**src/rtl/pc_pkg.sv**
```systemverilog
// Shared definitions for the program-counter generator and its return-address stack.
package pc_pkg;

    localparam int unsigned XLEN_DEF       = 32;
    localparam int unsigned INST_BYTES_DEF = 4;

    typedef enum logic [1:0] {
        ST_BOOT = 2'd0,
        ST_RUN  = 2'd1,
        ST_HALT = 2'd2
    } pc_state_e;

endpackage

```
**src/rtl/pc_ras.sv**
```systemverilog
// Circular return-address stack. A push when full overwrites the oldest entry.
// Simultaneous push and pop replace the top entry in place.
module pc_ras
    import pc_pkg::*;
#(
    parameter int unsigned XLEN      = XLEN_DEF,
    parameter int unsigned RAS_DEPTH = 4
) (
    input  logic            clk,
    input  logic            rst_n,
    input  logic            push_i,
    input  logic            pop_i,
    input  logic            clear_i,
    input  logic [XLEN-1:0] data_i,
    output logic [XLEN-1:0] top_o,
    output logic            empty_o,
    output logic            full_o
);

    localparam int unsigned PTR_W = $clog2(RAS_DEPTH);
    localparam int unsigned CNT_W = $clog2(RAS_DEPTH + 1);

    logic [XLEN-1:0]  mem_q [RAS_DEPTH];
    logic [PTR_W-1:0] ptr_q;
    logic [PTR_W-1:0] ptr_inc;
    logic [PTR_W-1:0] wr_idx;
    logic [CNT_W-1:0] cnt_q;

    assign ptr_inc = ptr_q + PTR_W'(1);
    assign wr_idx  = pop_i ? ptr_q : ptr_inc;
    assign top_o   = mem_q[ptr_q];
    assign empty_o = (cnt_q == '0);
    assign full_o  = (cnt_q == CNT_W'(RAS_DEPTH));

    // Pointer and occupancy tracking; pointer wraps naturally since depth is a power of two.
    always_ff @(posedge clk or negedge rst_n) begin
        if (!rst_n) begin
            ptr_q <= '0;
            cnt_q <= '0;
        end else if (clear_i) begin
            ptr_q <= '0;
            cnt_q <= '0;
        end else if (push_i && pop_i) begin
            ptr_q <= ptr_q;
            cnt_q <= cnt_q;
        end else if (push_i) begin
            ptr_q <= ptr_inc;
            if (!full_o) cnt_q <= cnt_q + CNT_W'(1);
        end else if (pop_i && !empty_o) begin
            ptr_q <= ptr_q - PTR_W'(1);
            cnt_q <= cnt_q - CNT_W'(1);
        end
    end

    // Entry storage; contents are only meaningful while counted, so no reset is needed.
    always_ff @(posedge clk) begin
        if (push_i && !clear_i) mem_q[wr_idx] <= data_i;
    end

endmodule

```
**src/rtl/pc_gen.sv**
```systemverilog
// Fetch program-counter generator: BOOT/RUN/HALT sequencing, trap and redirect
// handling, and call/return prediction through a small return-address stack.
// ras_underflow is combinational from registered state and the ret input.
module pc_gen
    import pc_pkg::*;
#(
    parameter int unsigned     XLEN       = XLEN_DEF,
    parameter logic [XLEN-1:0] RESET_VEC  = 32'h0000_0000,
    parameter logic [XLEN-1:0] TRAP_VEC   = 32'h0000_0100,
    parameter int unsigned     INST_BYTES = INST_BYTES_DEF,
    parameter int unsigned     RAS_DEPTH  = 4
) (
    input  logic            clk,
    input  logic            rst_n,
    input  logic            stall,
    input  logic            halt,
    input  logic            trap,
    input  logic            redirect_valid,
    input  logic [XLEN-1:0] redirect_target,
    input  logic            call,
    input  logic            ret,
    output logic [XLEN-1:0] pc_out,
    output logic            pc_valid,
    output logic            ras_underflow
);

    localparam logic [XLEN-1:0] ALIGN_MASK = ~(XLEN'(INST_BYTES - 1));

    pc_state_e       state_q;
    logic [XLEN-1:0] pc_q;
    logic [XLEN-1:0] pc_d;
    logic            pc_valid_q;

    logic            in_run;
    logic            in_halt;
    logic            take_trap;
    logic            take_redir;
    logic            take_halt;
    logic            advance;
    logic            ras_push;
    logic            ras_pop;
    logic [XLEN-1:0] pc_seq;
    logic [XLEN-1:0] ras_top;
    logic            ras_empty;
    logic            ras_full_unused;

    assign pc_seq = pc_q + XLEN'(INST_BYTES);

    // Event decode in priority order: trap > redirect > halt > stall > ret > sequential.
    always_comb begin
        in_run        = (state_q == ST_RUN);
        in_halt       = (state_q == ST_HALT);
        take_trap     = (in_run || in_halt) && trap;
        take_redir    = (in_run || in_halt) && !trap && redirect_valid;
        take_halt     = in_run && !trap && !redirect_valid && halt;
        advance       = in_run && !trap && !redirect_valid && !halt && !stall;
        ras_pop       = advance && ret && !ras_empty;
        ras_underflow = advance && ret && ras_empty;
        ras_push      = advance && call;
        if (take_trap)       pc_d = TRAP_VEC;
        else if (take_redir) pc_d = redirect_target & ALIGN_MASK;
        else if (ras_pop)    pc_d = ras_top;
        else if (advance)    pc_d = pc_seq;
        else                 pc_d = pc_q;
    end

    // Sequencing FSM with registered pc_out and pc_valid.
    always_ff @(posedge clk or negedge rst_n) begin
        if (!rst_n) begin
            state_q    <= ST_BOOT;
            pc_q       <= RESET_VEC;
            pc_valid_q <= 1'b0;
        end else begin
            case (state_q)
                ST_BOOT: begin
                    state_q    <= ST_RUN;
                    pc_valid_q <= 1'b1;
                end
                ST_RUN: begin
                    pc_q <= pc_d;
                    if (take_halt) begin
                        state_q    <= ST_HALT;
                        pc_valid_q <= 1'b0;
                    end
                end
                ST_HALT: begin
                    pc_q <= pc_d;
                    if (take_trap || take_redir) begin
                        state_q    <= ST_RUN;
                        pc_valid_q <= 1'b1;
                    end
                end
                default: begin
                    state_q    <= ST_BOOT;
                    pc_valid_q <= 1'b0;
                end
            endcase
        end
    end

    assign pc_out   = pc_q;
    assign pc_valid = pc_valid_q;

    pc_ras #(
        .XLEN      (XLEN),
        .RAS_DEPTH (RAS_DEPTH)
    ) u_ras (
        .clk     (clk),
        .rst_n   (rst_n),
        .push_i  (ras_push),
        .pop_i   (ras_pop),
        .clear_i (take_trap),
        .data_i  (pc_seq),
        .top_o   (ras_top),
        .empty_o (ras_empty),
        .full_o  (ras_full_unused)
    );

endmodule

```
**config.mk**
```make
export PLATFORM = sky130hd
export DESIGN_NAME = pc_gen
export DESIGN_NICKNAME = d
export VERILOG_FILES = /design/src/rtl/pc_pkg.sv /design/src/rtl/pc_ras.sv /design/src/rtl/pc_gen.sv
export SDC_FILE = /design/constraint.sdc
export NUM_CORES = 1
export LEC_CHECK = 0
export CAP_MARGIN = 20
export CORE_MARGIN = 2
export CORE_UTILIZATION = 64
export DETAILED_ROUTE_END_ITERATION = 12
export DONT_BUFFER_PORTS = 1
export MAX_ROUTING_LAYER = met4
export PLACE_DENSITY = 0.89
export SYNTH_ARGS = -nofsm -noshare
export SYNTH_HDL_FRONTEND = slang
export SYNTH_SLANG_ARGS = --single-unit
```
**constraint.sdc**
```tcl
create_clock -name clk -period 4.75 [get_ports clk]
set_input_delay 0.95 -clock clk [delete_from_list [all_inputs] [get_ports clk]]
set_output_delay 0.95 -clock clk [all_outputs]
set_load 0.005 [all_outputs]
```
==> flow_summary_export.csv <==
group,metric,value,unit
cts,cts.sinks,168,
synthesis,yosys_warnings,0,
pwr,p_leak,2.94,nW
pwr,p_int,0.00292,W
detailed_routing,first_iter_violations,639,
sta,slew_viol_final,0,
grt,gr-usage-all-layers,31.5,%
setup_path,critical_path_arrival,3.44,ns
pwr,power_switching,0.00137,W
sta,slew_headroom,27.5,%
floorplan,die_h,115,µm
floorplan,start_util,65.8,%
setup_path,worstPathRequired,4.87,ns
pwr,combPwrFrac,23.5,%
sta,worst_slack,1.43,ns
synthesis,synthFlopType,"edfxtp_1",
pwr,p_seq_share,46.8,%
detailed_routing,via_count,5169,
cts,clockRootBuffer,"clkbuf_16",
layout,fin_util,71.2,%
place,dpl.hpwl,11600,µm
pwr,p_total,0.00429,W
cts,post_cts_buffers,0,
detailed_routing,drc,0,
sta,hold_viol_final,0,
sta,fin_crit_sh,69.8,%
cts,htreeDepth,4,
place,place_ws,1.28,ns
cts,clkLatencyLatePin,0.43,ns
layout,stdcell_area,0.00855,mm²
place,dpl_cell_area,0.00801,mm²
layout,area_delta_synth_final,8.17,%
setup_path,start_kind,"flop",
run,cap_viol_max_count,0,
sta,finalCriticalPeriod,3.32,ns
pwr,power.density,502,mW/mm²
synthesis,syn_area,0.00790,mm²
sta,finalSetupTns,0,ns
synthesis,synth-edff-count,128,
layout,final_layout_size_suffix_gt1_share,17.8,%
pwr,peakVddDrop,380,µV
synthesis,async_reset_ff_share,23.8,%
pwr,clock_power_share,29.6,%
layout,regArea,0.00485,mm²
cts,cts-hold-fix-buffers,0,
layout,multi_input_area,0.00286,mm²
cts,clock_path_buffers,2,
synthesis,synth_seq_cells,168,
layout,nets,598,
detailed_routing,wl_per_cell,26.3,µm
sta,max_clock_freq,301,MHz
detailed_routing,ant_nets,0,
layout,n_antenna_cell,0,
detailed_routing,routed_via_density,7.28,
worst_hold_path,hp-class,"input pin to async pin",
place,routabilityCongestion,0.831,
floorplan,die-area,0.0133,mm²
synthesis,ys_seq_area_share,61.3,%
cts,cts_tree,"built",
floorplan,ios,74,
setup_path,end_kind,"flop",
place,place.port_buffers,0,
grt,grt_overflow,0,
grt,grt_pass1_wl,29400,µm
grt,antenna_found_initial,0,
synthesis,synth_nets,602,
sta,worstMarginPinSlew,1.09,ns
synthesis,syn_area_per_cell,14.2,µm²
setup_path,worstPathMaxFanout,29,
sta,rsz0062_at_grt,"false",
pwr,switching_share,32.0,%
layout,layout_common_cells,"edfxtp_1 (128), dfrtp_1 (39), nand2_1 (36)",
detailed_routing,totalWireLength,18700,µm
cts,clk_pin_slew,0.06,ns
cts,cts-resized-gates,0,
sta,fin_skew,0.0112,ns
floorplan,rows,40,
synthesis,synth_cells,555,
grt,grt_pass1_vias,5366,
detailed_routing,drt_pre_antenna_iters,5,
synthesis,synth_cell_types,60,
floorplan,die_w,115,µm
floorplan,core-area,0.0120,mm²
sta,setup_violations,0,
outcome,status,"finished clean",
layout,nFillCells,757,
cts,cts_made_buffers,17,
layout,final_common_cell,"edfxtp_1",
setup_path,crit_type,"flop to flop",
grt,grt_max_degree,41,
==> synth_stat cells (all sizes together), types with 11 or more instances <==
cell type | number | area [µm²]
edfxtp | 128 | 3840
nand2 | 36 | 135
o21ai | 30 | 150
o221a | 12 | 135
a21oi | 17 | 85.1
nand3 | 15 | 75.1
xor2 | 11 | 96.3
xnor2 | 20 | 175
nor2 | 30 | 120
dfrtp | 40 | 1000
nand4 | 11 | 68.8
buf | 27 | 165
mux4 | 32 | 721
==> logic make-up (layout without fill, tap and decap cells) <==
kind of cell / count (synthesis) / count (layout) / share of synthesized area (%)
flip-flops: 168 / 168 / 61.3
AO/OA/AOI/OAI: 133 / 133 / 12.4
AND/OR/NAND/NOR: 130 / 130 / 8.47
buffers and inverters: 45 / 53 / 2.94
multiplexers: 41 / 41 / 10.3
XOR/XNOR: 31 / 31 / 3.44
adder cells (fa/ha/maj): 7 / 7 / 1.11
==> worst max-delay path, cell delays in order, from the launching register on <==
cell	delay (ns)
dfrtp_1	0.41
inv_1	0.12
ha_1	0.20
nor3b_4	0.42
nand4_1	0.14
buf_4	0.29
or3_1	0.40
a21oi_4	0.68
buf_4	0.33
==> stage by stage <==
step | instances | hold WS (ns)
after CTS | 710 | 0.196
after global placement | 679 | 0.535
final | 710 | 0.209
after detailed placement | 679 | 0.538
after global routing | 710 | 0.187
after floorplan | 555 | 0.498
==> layout make-up <==
class / instances / share of cell area [%]
clock buffers: 23 / 5.36
multi-input cells: 342 / 33.4
flip-flops and latches: 168 / 56.7
inverters: 10 / 0.439
clock inverters: 8 / 0.893
repair buffers: 12 / 1.05
well taps: 147 / 2.15
==> state kept, by name, indices dropped and copies added, names as in the netlist <==
register / count
u_ras.mem_q: 128
pc_valid: 1
u_ras.ptr_q: 2
u_ras.cnt_q: 3
pc_out: 32
state_q: 2
==> metal layers <==
layer	track usage [%]	wire length, µm	vias up
met5	-	0	-
met2	48.1	9270	361
met1	38.9	6850	2577
met3	10.2	2080	55
met4	13.8	471	0
li1	-	-	2176
==> final timing paths <==
path	startpoint	endpoint	slack [ns]	cells past startpoint
worst max-delay path	state_q[1]$_DFFE_PN0P_	u_ras.mem_q[0][20]$_DFFE_PP_	1.43	8
worst min-delay path	rst_n	pc_out[25]$_DFFE_PN0P_	0.21	0
worst max register to register	state_q[1]$_DFFE_PN0P_	u_ras.mem_q[0][20]$_DFFE_PP_	1.43	8
worst min register to register	pc_valid$_DFFE_PN0P_	pc_valid$_DFFE_PN0P_	0.54	2
max in group asynchronous	rst_n	pc_out[31]$_DFFE_PN0P_	4.44	0
min in group clk	pc_valid$_DFFE_PN0P_	pc_valid$_DFFE_PN0P_	0.54	2
==> power by group through the flow <==
| stage | Sequential (W) | Clock, W | Combinational, W |
|---|---|---|---|
| floorplan | 0.00194 | 0 | 0.000779 |
| global placement | 0.00202 | 0 | 0.000921 |
| detailed placement | 0.00203 | 0 | 0.000987 |
| CTS | 0.00201 | 0.00128 | 0.000996 |
| global route | 0.00203 | 0.00135 | 0.00110 |
| finish | 0.00201 | 0.00127 | 0.00101 |
Power figures use the tool's default switching activity.
